### config.mk
export PLATFORM = sky130hd
export DESIGN_NAME = wake_detect_flat
export DESIGN_NICKNAME = d
export VERILOG_FILES = /design/src/rtl/wake_detect_if.sv /design/src/rtl/wake_detect.sv /design/src/flat_wrapper.sv
export SDC_FILE = /design/constraint.sdc
export NUM_CORES = 1
export LEC_CHECK = 0
export CAP_MARGIN = 20
export CORE_MARGIN = 4
export CORE_UTILIZATION = 53
export DETAILED_ROUTE_END_ITERATION = 10
export PLACE_DENSITY = 0.77
export SLEW_MARGIN = 10
export SYNTH_ARGS = -nofsm -noshare
export SYNTH_HDL_FRONTEND = slang
export SYNTH_SLANG_ARGS = --single-unit
### constraint.sdc
create_clock -name clk_i -period 4.1 [get_ports clk_i]
set_clock_uncertainty 0.05 [all_clocks]
set_input_delay 0.615 -clock clk_i [delete_from_list [all_inputs] [get_ports clk_i]]
set_output_delay 0.615 -clock clk_i [all_outputs]
set_load 0.005 [all_outputs]
### src/rtl/wake_detect_if.sv
// Argmax result stream into the wake stage.
// Signals:
//   data  - one-hot class vector from argmax (NUM_CLASSES bits)
//   valid - beat valid
//   last  - final beat of a stream segment
//   ready - beat accepted when valid & ready
// Modports: master drives the beat; slave (the wake stage) drives ready.
interface wake_detect_if #(
  parameter int unsigned NUM_CLASSES = 2
) ();
  logic [NUM_CLASSES-1:0] data;
  logic                   valid;
  logic                   last;
  logic                   ready;

  modport master (output data, output valid, output last, input ready);
  modport slave  (input data, input valid, input last, output ready);
endinterface

### src/rtl/wake_detect.sv
// Sliding-window wake detector: raises wake_o when WAKE_CLASS wins at least
// THRESHOLD of the last WINDOW_LEN argmax results, holds it HOLD_CYCLES, then
// observes a COOLDOWN_CYCLES refractory period.
// Ports:
//   clk_i       - clock
//   rst_n_i     - synchronous active-low reset
//   s_if        - argmax beat stream (slave side: data/valid/last in, ready out)
//   enable_i    - detection enable (static config)
//   wake_o      - registered wake pin
//   hit_count_o - registered popcount of the vote window (status only)
module wake_detect #(
  parameter int unsigned NUM_CLASSES     = 2,
  parameter int unsigned WAKE_CLASS      = 1,
  parameter int unsigned WINDOW_LEN      = 4,
  parameter int unsigned THRESHOLD       = 3,
  parameter int unsigned HOLD_CYCLES     = 16,
  parameter int unsigned COOLDOWN_CYCLES = 64
) (
  input  logic                              clk_i,
  input  logic                              rst_n_i,
  wake_detect_if.slave                      s_if,
  input  logic                              enable_i,
  output logic                              wake_o,
  output logic [$clog2(WINDOW_LEN+1)-1:0]   hit_count_o
);

  localparam int unsigned HC_W    = $clog2(WINDOW_LEN + 1);
  localparam int unsigned CNT_MAX = (HOLD_CYCLES > COOLDOWN_CYCLES) ? HOLD_CYCLES : COOLDOWN_CYCLES;
  localparam int unsigned CNT_W   = $clog2(CNT_MAX + 1);

  localparam logic [NUM_CLASSES-1:0] HIT_PAT   = NUM_CLASSES'(1) << WAKE_CLASS;
  localparam logic [CNT_W-1:0]       HOLD_LOAD = CNT_W'(HOLD_CYCLES - 1);
  localparam logic [CNT_W-1:0]       COOL_LOAD =
    CNT_W'((COOLDOWN_CYCLES == 0) ? 0 : COOLDOWN_CYCLES - 1);
  localparam logic [HC_W-1:0]        THR       = HC_W'(THRESHOLD);

  // Reject illegal configurations at elaboration.
  if (NUM_CLASSES < 1 || WAKE_CLASS >= NUM_CLASSES || WINDOW_LEN < 1 ||
      THRESHOLD < 1 || THRESHOLD > WINDOW_LEN || HOLD_CYCLES < 1) begin : g_bad_params
    $error("wake_detect: illegal parameter combination");
  end

  typedef enum logic [1:0] {
    S_IDLE = 2'd0,
    S_WAKE = 2'd1,
    S_COOL = 2'd2
  } state_e;

  state_e                  state_q, state_d;
  logic [CNT_W-1:0]        cnt_q, cnt_d;
  logic [WINDOW_LEN-1:0]   win_q, win_d;
  logic [HC_W-1:0]         hc_q, hc_d;
  logic                    wake_q, wake_d;
  logic                    ready_q;

  logic                    accept;
  logic                    hit;
  logic [WINDOW_LEN-1:0]   win_shift;
  logic                    trig;

  function automatic logic [HC_W-1:0] popcount(input logic [WINDOW_LEN-1:0] v);
    logic [HC_W-1:0] c;
    c = '0;
    for (int i = 0; i < WINDOW_LEN; i++) c = c + HC_W'(v[i]);
    return c;
  endfunction

  // Beat qualification; zero-hot and multi-hot beats are simply non-hits.
  assign accept    = s_if.valid & ready_q;
  assign hit       = accept & (s_if.data == HIT_PAT);
  // Truncating {win,hit} keeps the newest WINDOW_LEN results (also valid for WINDOW_LEN==1).
  assign win_shift = WINDOW_LEN'({win_q, hit});
  assign trig      = accept & enable_i & (popcount(win_shift) >= THR);

  // State and datapath registers.
  always_ff @(posedge clk_i) begin
    if (!rst_n_i) begin
      state_q <= S_IDLE;
      cnt_q   <= '0;
      win_q   <= '0;
      hc_q    <= '0;
      wake_q  <= 1'b0;
      ready_q <= 1'b0;
    end else begin
      state_q <= state_d;
      cnt_q   <= cnt_d;
      win_q   <= win_d;
      hc_q    <= hc_d;
      wake_q  <= wake_d;
      ready_q <= 1'b1;
    end
  end

  // Next-state logic.
  always_comb begin
    state_d = state_q;
    case (state_q)
      S_IDLE: if (trig) state_d = S_WAKE;
      S_WAKE: if (cnt_q == '0) state_d = (COOLDOWN_CYCLES == 0) ? S_IDLE : S_COOL;
      S_COOL: if (cnt_q == '0) state_d = S_IDLE;
      default: state_d = S_IDLE;
    endcase
  end

  // Counter, window and registered-output next values.
  always_comb begin
    cnt_d = cnt_q;
    win_d = win_q;
    case (state_q)
      S_IDLE: begin
        if (!enable_i) begin
          win_d = '0;
        end else if (accept) begin
          // Trigger consumes the window; last closes the segment either way.
          win_d = (trig || s_if.last) ? '0 : win_shift;
        end
        if (trig) cnt_d = HOLD_LOAD;
      end
      S_WAKE: begin
        win_d = '0;
        cnt_d = (cnt_q == '0) ? COOL_LOAD : cnt_q - CNT_W'(1);
      end
      S_COOL: begin
        win_d = '0;
        if (cnt_q != '0) cnt_d = cnt_q - CNT_W'(1);
      end
      default: begin
        win_d = '0;
        cnt_d = '0;
      end
    endcase
    hc_d   = popcount(win_d);
    wake_d = (state_d == S_WAKE);
  end

  assign s_if.ready  = ready_q;
  assign wake_o      = wake_q;
  assign hit_count_o = hc_q;

endmodule

### src/flat_wrapper.sv
// flat-port wrapper written by rule: the top's interface ports become plain ports
module wake_detect_flat 
#(
  parameter int unsigned NUM_CLASSES     = 2,
  parameter int unsigned WAKE_CLASS      = 1,
  parameter int unsigned WINDOW_LEN      = 4,
  parameter int unsigned THRESHOLD       = 3,
  parameter int unsigned HOLD_CYCLES     = 16,
  parameter int unsigned COOLDOWN_CYCLES = 64
)
  (clk_i, rst_n_i, enable_i, wake_o, hit_count_o, s_if_data, s_if_valid, s_if_last, s_if_ready);
  wake_detect_if #(.NUM_CLASSES(NUM_CLASSES)) s_if_i ();
  input  logic clk_i;
  input  logic rst_n_i;
  input  logic enable_i;
  output logic wake_o;
  output logic [$clog2(WINDOW_LEN+1)-1:0] hit_count_o;
  input wire logic [$bits(s_if_i.data)-1:0] s_if_data;
  input wire logic [$bits(s_if_i.valid)-1:0] s_if_valid;
  input wire logic [$bits(s_if_i.last)-1:0] s_if_last;
  output wire logic [$bits(s_if_i.ready)-1:0] s_if_ready;
  assign s_if_i.data = s_if_data;
  assign s_if_i.valid = s_if_valid;
  assign s_if_i.last = s_if_last;
  assign s_if_ready = s_if_i.ready;
  wake_detect #(.NUM_CLASSES(NUM_CLASSES), .WAKE_CLASS(WAKE_CLASS), .WINDOW_LEN(WINDOW_LEN), .THRESHOLD(THRESHOLD), .HOLD_CYCLES(HOLD_CYCLES), .COOLDOWN_CYCLES(COOLDOWN_CYCLES)) u_core (.clk_i(clk_i), .rst_n_i(rst_n_i), .s_if(s_if_i), .enable_i(enable_i), .wake_o(wake_o), .hit_count_o(hit_count_o));
endmodule
Yosys cells after proc, flatten, opt, wreduce, memory -nomap -nowiden
Index checks and enable logic that the tools add are counted.

ROM bits: 0. Output and inout port bits: 5. Logic and storage cells: 42. Bits in latches: 0. Input bits: 7. Memories: 0. Register bits after elaboration: 18. RAM bits: 0.

Equal/unequal tests: 6. Add/subtract/negate cells: 7. Muxes and demuxes: 13. Order comparisons: 1. Multiply operators: 0. Shift operators: 0. Bitwise logic cells: 4. Divide/modulo/power cells: 0. Reduce and logical (&&, ||, !) cells: 5.

Operators with widths (count): 7-bit 2-to-1 mux (3); 7-bit case mux with 3 select lines (1); 4-bit 2-to-1 mux (4); 3-bit by 1-bit adder with 3-bit output (4); 7-bit zero test (1); 7-bit nonzero test (1); 7-bit by 1-bit subtractor with 7-bit output (second input constant) (1); 2-bit 2-to-1 mux (3); 2-bit case mux with 3 select lines (1); 1-bit by 1-bit adder with 2-bit output (2); 1-bit AND (4); 2-bit by 1-bit == test with 1-bit output (second input constant) (2); 2-bit == test (second input constant) (2); 2-bit by 1-bit inequality test with 1-bit output (second input constant) (2); 3-bit by 2-bit greater-or-equal comparator with 1-bit output (second input constant) (1); 2-bit zero test (1); 2-bit AND reduction (1); 1-bit logical OR (1); 1-bit 2-to-1 mux (1).

Longest topological paths before layout
Depth in word-level cells: 15. Mapped depth: 15. Gate-level depth less buffers: 15.

Least setup slack after synthesis
No wires, ideal clock.

Path type: input to register. Start: input port s_if_valid. End: register u_core.hc_q[1], in the netlist u_core.hit_count_o[1]. Path slack: 0.290 ns. Data arrival time: 3.645 ns. Stages on the path: 15. Library setup time: 0.115 ns. Data required time: 3.935 ns. Path through: nand2_1 > nor3b_1 > ha_1 > inv_1 > fa_1 > inv_1 > ha_1 > nor2b_1 > o211ai_1 > nand4_1 > a21oi_1 > ha_1 > fa_1 > ha_1 > and2_1.

Word-level cells in the longest chain between the ends: 15. Elaborated cells on any way between the ends: 16.

Ends and longest elaborated chain: start, declared (RTL line flat_wrapper.sv:19) `input wire logic [$bits(s_if_i.valid)-1:0] s_if_valid;`; 1-bit AND * (RTL line wake_detect.sv:69) `assign accept = s_if.valid & ready_q;`; 1-bit AND (RTL line wake_detect.sv:70) `assign hit = accept & (s_if.data == HIT_PAT);`; 1-bit by 1-bit adder with 2-bit output (RTL line wake_detect.sv:64) `for (int i = 0; i < WINDOW_LEN; i++) c = c + HC_W'(v[i]);`; 3-bit by 1-bit adder with 3-bit output (2 in a row) (RTL line wake_detect.sv:64); 3-bit by 2-bit greater-or-equal comparator with 1-bit output (RTL line wake_detect.sv:73) `assign trig = accept & enable_i & (popcount(win_shift) >= THR);`; 1-bit AND (RTL line wake_detect.sv:73); 1-bit logical OR (RTL line wake_detect.sv:115) `win_d = (trig || s_if.last) ? '0 : win_shift;`; 4-bit 2-to-1 mux (RTL line wake_detect.sv:115); 4-bit 2-to-1 mux * (RTL line wake_detect.sv:113) `end else if (accept) begin`; 4-bit 2-to-1 mux * (RTL line wake_detect.sv:111) `if (!enable_i) begin`; 4-bit 2-to-1 mux * (RTL line wake_detect.sv:109) `case (state_q)`; net u_core.win_d[1] (RTL line wake_detect.sv:51) `logic [WINDOW_LEN-1:0] win_q, win_d;`; 1-bit by 1-bit adder with 2-bit output * (RTL line wake_detect.sv:64); 3-bit by 1-bit adder with 3-bit output * (2 in a row) (RTL line wake_detect.sv:64); net u_core.hc_d[1] (RTL line wake_detect.sv:52) `logic [HC_W-1:0] hc_q, hc_d;`; end signal, assigned (RTL line wake_detect.sv:81) `hc_q <= '0;`; end signal, assigned (RTL line wake_detect.sv:88) `hc_q <= hc_d;`; end, declared (RTL line wake_detect.sv:52).

The timed path passes the listed nets; every way through them passes the cells marked *. A chain may end at the register's enable or synchronous reset.

Worst setup path in the final report
Same ends and word-level chain as after synthesis.

==> qor.txt <==
CTS Buf Count - 3
synth warn - 0
final worst slack - 0.2225 ns
worst r2r src - u_core.s_if.ready
clock root cell - clkbuf_4
Avg Cell Area, Syn - 9.293 um^2
most frequent CP cell - ha_1
CP peak stage delay - 0.48 ns
# hold bufs at CTS - 0
Detailed Route Iter0 Violations - 19
R2R Setup Slk - 0.68 ns
Worst EP required - 4.24 ns
DP HPWL - 1347 um
RSZ-0062 raised after global routing - false
Horiz. Die Dim - 50.50 um
delay-heaviest family, CP - adder cells
initial antenna violation count - 0
first-pass GRT wire length - 3153 um
layout cells sized above 1 - 10.17%
Resized Gates After CTS - 0
Final Hold Viols - 0
# rows - 15
Worst Path Arrival - 4.01 ns
layout overhead on the synthesized area - 20.26%
core area - 0.001727 mm^2
Tmin final - 3.877 ns
commonest non-fill, non-tap cell in the layout - dfxtp_1
post-CTS setup buffer count - 0
Pwr Total - 0.2995 mW
vias - 784
CTS sink count - 18
io pins - 12
GRT Total Usage - 15.68%
Max Clk Rate - 257.9 MHz
maximum vdd drop - 0.1860 mV
worst hold endpoint - u_core.cnt_q[1]
fin. max-slew vios - 0
syn nets - 117
CP Cell Sequence - clkdlybuf4s50_1 -> nand2_1 -> nor3b_2 -> ha_1 -> inv_1 -> fa_1 -> inv_1 -> ha_1 -> nor2b_1 -> o211ai_1 -> nand4_1 -> a21oi_1 -> ha_1 -> fa_1 -> ha_1 -> and2_1
Worst-path clk slew - 0.10 ns
CTS tree - yes
P_leak - 0.4699 nW
reg2reg end - u_core.hit_count_o[1]
CTS H-tree lvls - 1
Post-Route WL - 1822 um
CP Launch Type - input port
vias in the first global route - 751
largest net degree at the start of global routing - 18
die height - 50.50 um
die area - 0.002550 mm^2
commonest cells after routing, fill and taps aside - dfxtp_1, clkdlybuf4s50_1, a21oi_1, inv_1, and2_1
Max Cap Viol - 0
Hold Path Class - reg2reg
synthesized area - 957.2 um^2
Gate Count Post-Synth - 103
GRT Residual Overflow - 0
Seq/Total Area, Yosys - 37.65%
Starting Density - 55.43%
min-delay src - u_core.cnt_q[1]
Slew Limit Headroom - 66.97%
status - finished, final reports clean
DRT Pass-1 Iters - 4
n_diodes - 0
critical path class - in2reg
DR WL/cell - 12.74 um
routability cong. - 0.8089
Worst path slowest cell - clkdlybuf4s50_1
DRC Markers - 0
post-route ant nets - 0
WP buf/inv - 3
Final setup viols - 0
worst hold path stage count - 1
cells on worst reg2reg path - 15
Via density - 5.483
Worst-Margin Slew - 0.4940 ns
DP Worst Slack - -0.1227 ns
Power Dens Cells - 260.2 mW/mm^2
synth unique cells - 39
number of port buffers - 11
Final Cycle Share - 94.57%
final net count - 133
CTS Buffer Depth - 2
CP Max Fanout - 3
Worst-Skew Late Latency - 0.29 ns
register bit total from synthesis - 18
Crit. End Element - flip-flop
==> registers in the layout (all words and copies together) (netlist names) <==
signal	flops
u_core.wake_o	1
u_core.state_q	2
u_core.hit_count_o	3
u_core.s_if.ready	1
u_core.cnt_q	7
u_core.win_q	4
==> logic make-up after synthesis <==
family | Yosys count | share of synthesized area [%]
fa+ha+maj | 7 | 10.72
compound gates | 26 | 19.09
xor+xnor | 2 | 1.830
simple gates | 37 | 24.18
flops | 18 | 37.65
buf+inv | 11 | 4.314
mux | 2 | 2.222
==> worst max-delay path by stage <==
stage                     slack [ns]       start               endpoint  cells after the start
after CTS                       0.14  s_if_valid  u_core.hit_count_o[1]                     16
final                           0.22  s_if_valid  u_core.hit_count_o[1]                     16
after floorplan                 0.29  s_if_valid  u_core.hit_count_o[1]                     15
after global routing           0.002  s_if_valid  u_core.hit_count_o[1]                     16
after global placement         -0.08  s_if_valid  u_core.hit_count_o[1]                     16
after detailed placement       -0.12  s_if_valid  u_core.hit_count_o[1]                     16
==> synthesized netlist by cell type <==
master	instances	share of area [%]
dfxtp_1	18	38
a21oi_1	10	5.2
and2_1	8	5.2
inv_1	8	3.1
nand2_1	7	2.7
ha_1	5	6.5
clkbuf_1	3	1.2
nand4_1	3	2.0
nor2_1	3	1.2
nor2b_1	3	2.0
a21o_1	2	1.6
a22o_1	2	1.8
and3_1	2	1.3
fa_1	2	4.2
nor3_1	2	1.0
or3_1	2	1.3
a221o_1	1	1.0
a32o_1	1	1.0
a32oi_1	1	0.92
and2b_1	1	0.78
mux2_2	1	1.2
mux2i_1	1	1.0
nand2b_1	1	0.65
nand3_1	1	0.52
nor3b_1	1	0.78
nor3b_2	1	1.3
nor4_4	1	2.2
o211a_1	1	1.0
o211ai_1	1	0.78
o21a_1	1	0.78
o21ai_0	1	0.52
o21bai_1	1	0.78
o221a_1	1	1.2
o22ai_1	1	0.65
o2bb2ai_1	1	0.92
o31ai_1	1	0.78
or3b_4	1	1.2
xnor2_1	1	0.92
xor2_1	1	0.92
==> worst reg2reg max path, cell delays in order (launching register included) <==
cell and delay, ns:
dfxtp_1 0.35, nand2_1 0.08, nor3b_2 0.22, ha_1 0.15, inv_1 0.04, fa_1 0.34
inv_1 0.06, ha_1 0.21, nor2b_1 0.13, o211ai_1 0.25, nand4_1 0.14, a21oi_1 0.24
ha_1 0.28, fa_1 0.36, ha_1 0.27, and2_1 0.15
==> stage by stage <==
stage	util [%]	std cells	hold slack, ns	cell area, um^2	TNS, ns
after global placement	64.28	139	0.4431	1110	-0.08376
after floorplan	-	103	0.4158	957.2	0
after CTS	66.38	143	0.4712	1146	0
after detailed placement	64.28	139	0.4476	1110	-0.1577
final	66.67	143	0.4695	1151	0
after global routing	66.67	143	0.4864	1151	0
==> routing by layer <==
metal  vias up  share of wire [%]  GRT usage (%)
met5         -                  0              0
met3         0                4.5          4.154
met2        17                 47          26.74
li1        400                  -              -
met4         0                  0          2.691
met1       367                 49          20.04
==> layout make-up <==
cell class | count | area (um^2)
multi-input combinational | 74 | 560.5
clock buffer | 4 | 36.28
inverter | 8 | 30.03
fill | 159 | 575.6
tap | 25 | 31.28
timing repair buffer | 14 | 132.6
sequential | 18 | 360.3
==> report_power, final <==
group          internal (mW)  switching (mW)  leakage (nW)
clock                 0.0540          0.0531        0.0210
combinational        0.00891         0.00763         0.304
sequential             0.175        0.000356         0.145
Note: power is estimated with default switching activity, not from simulation.
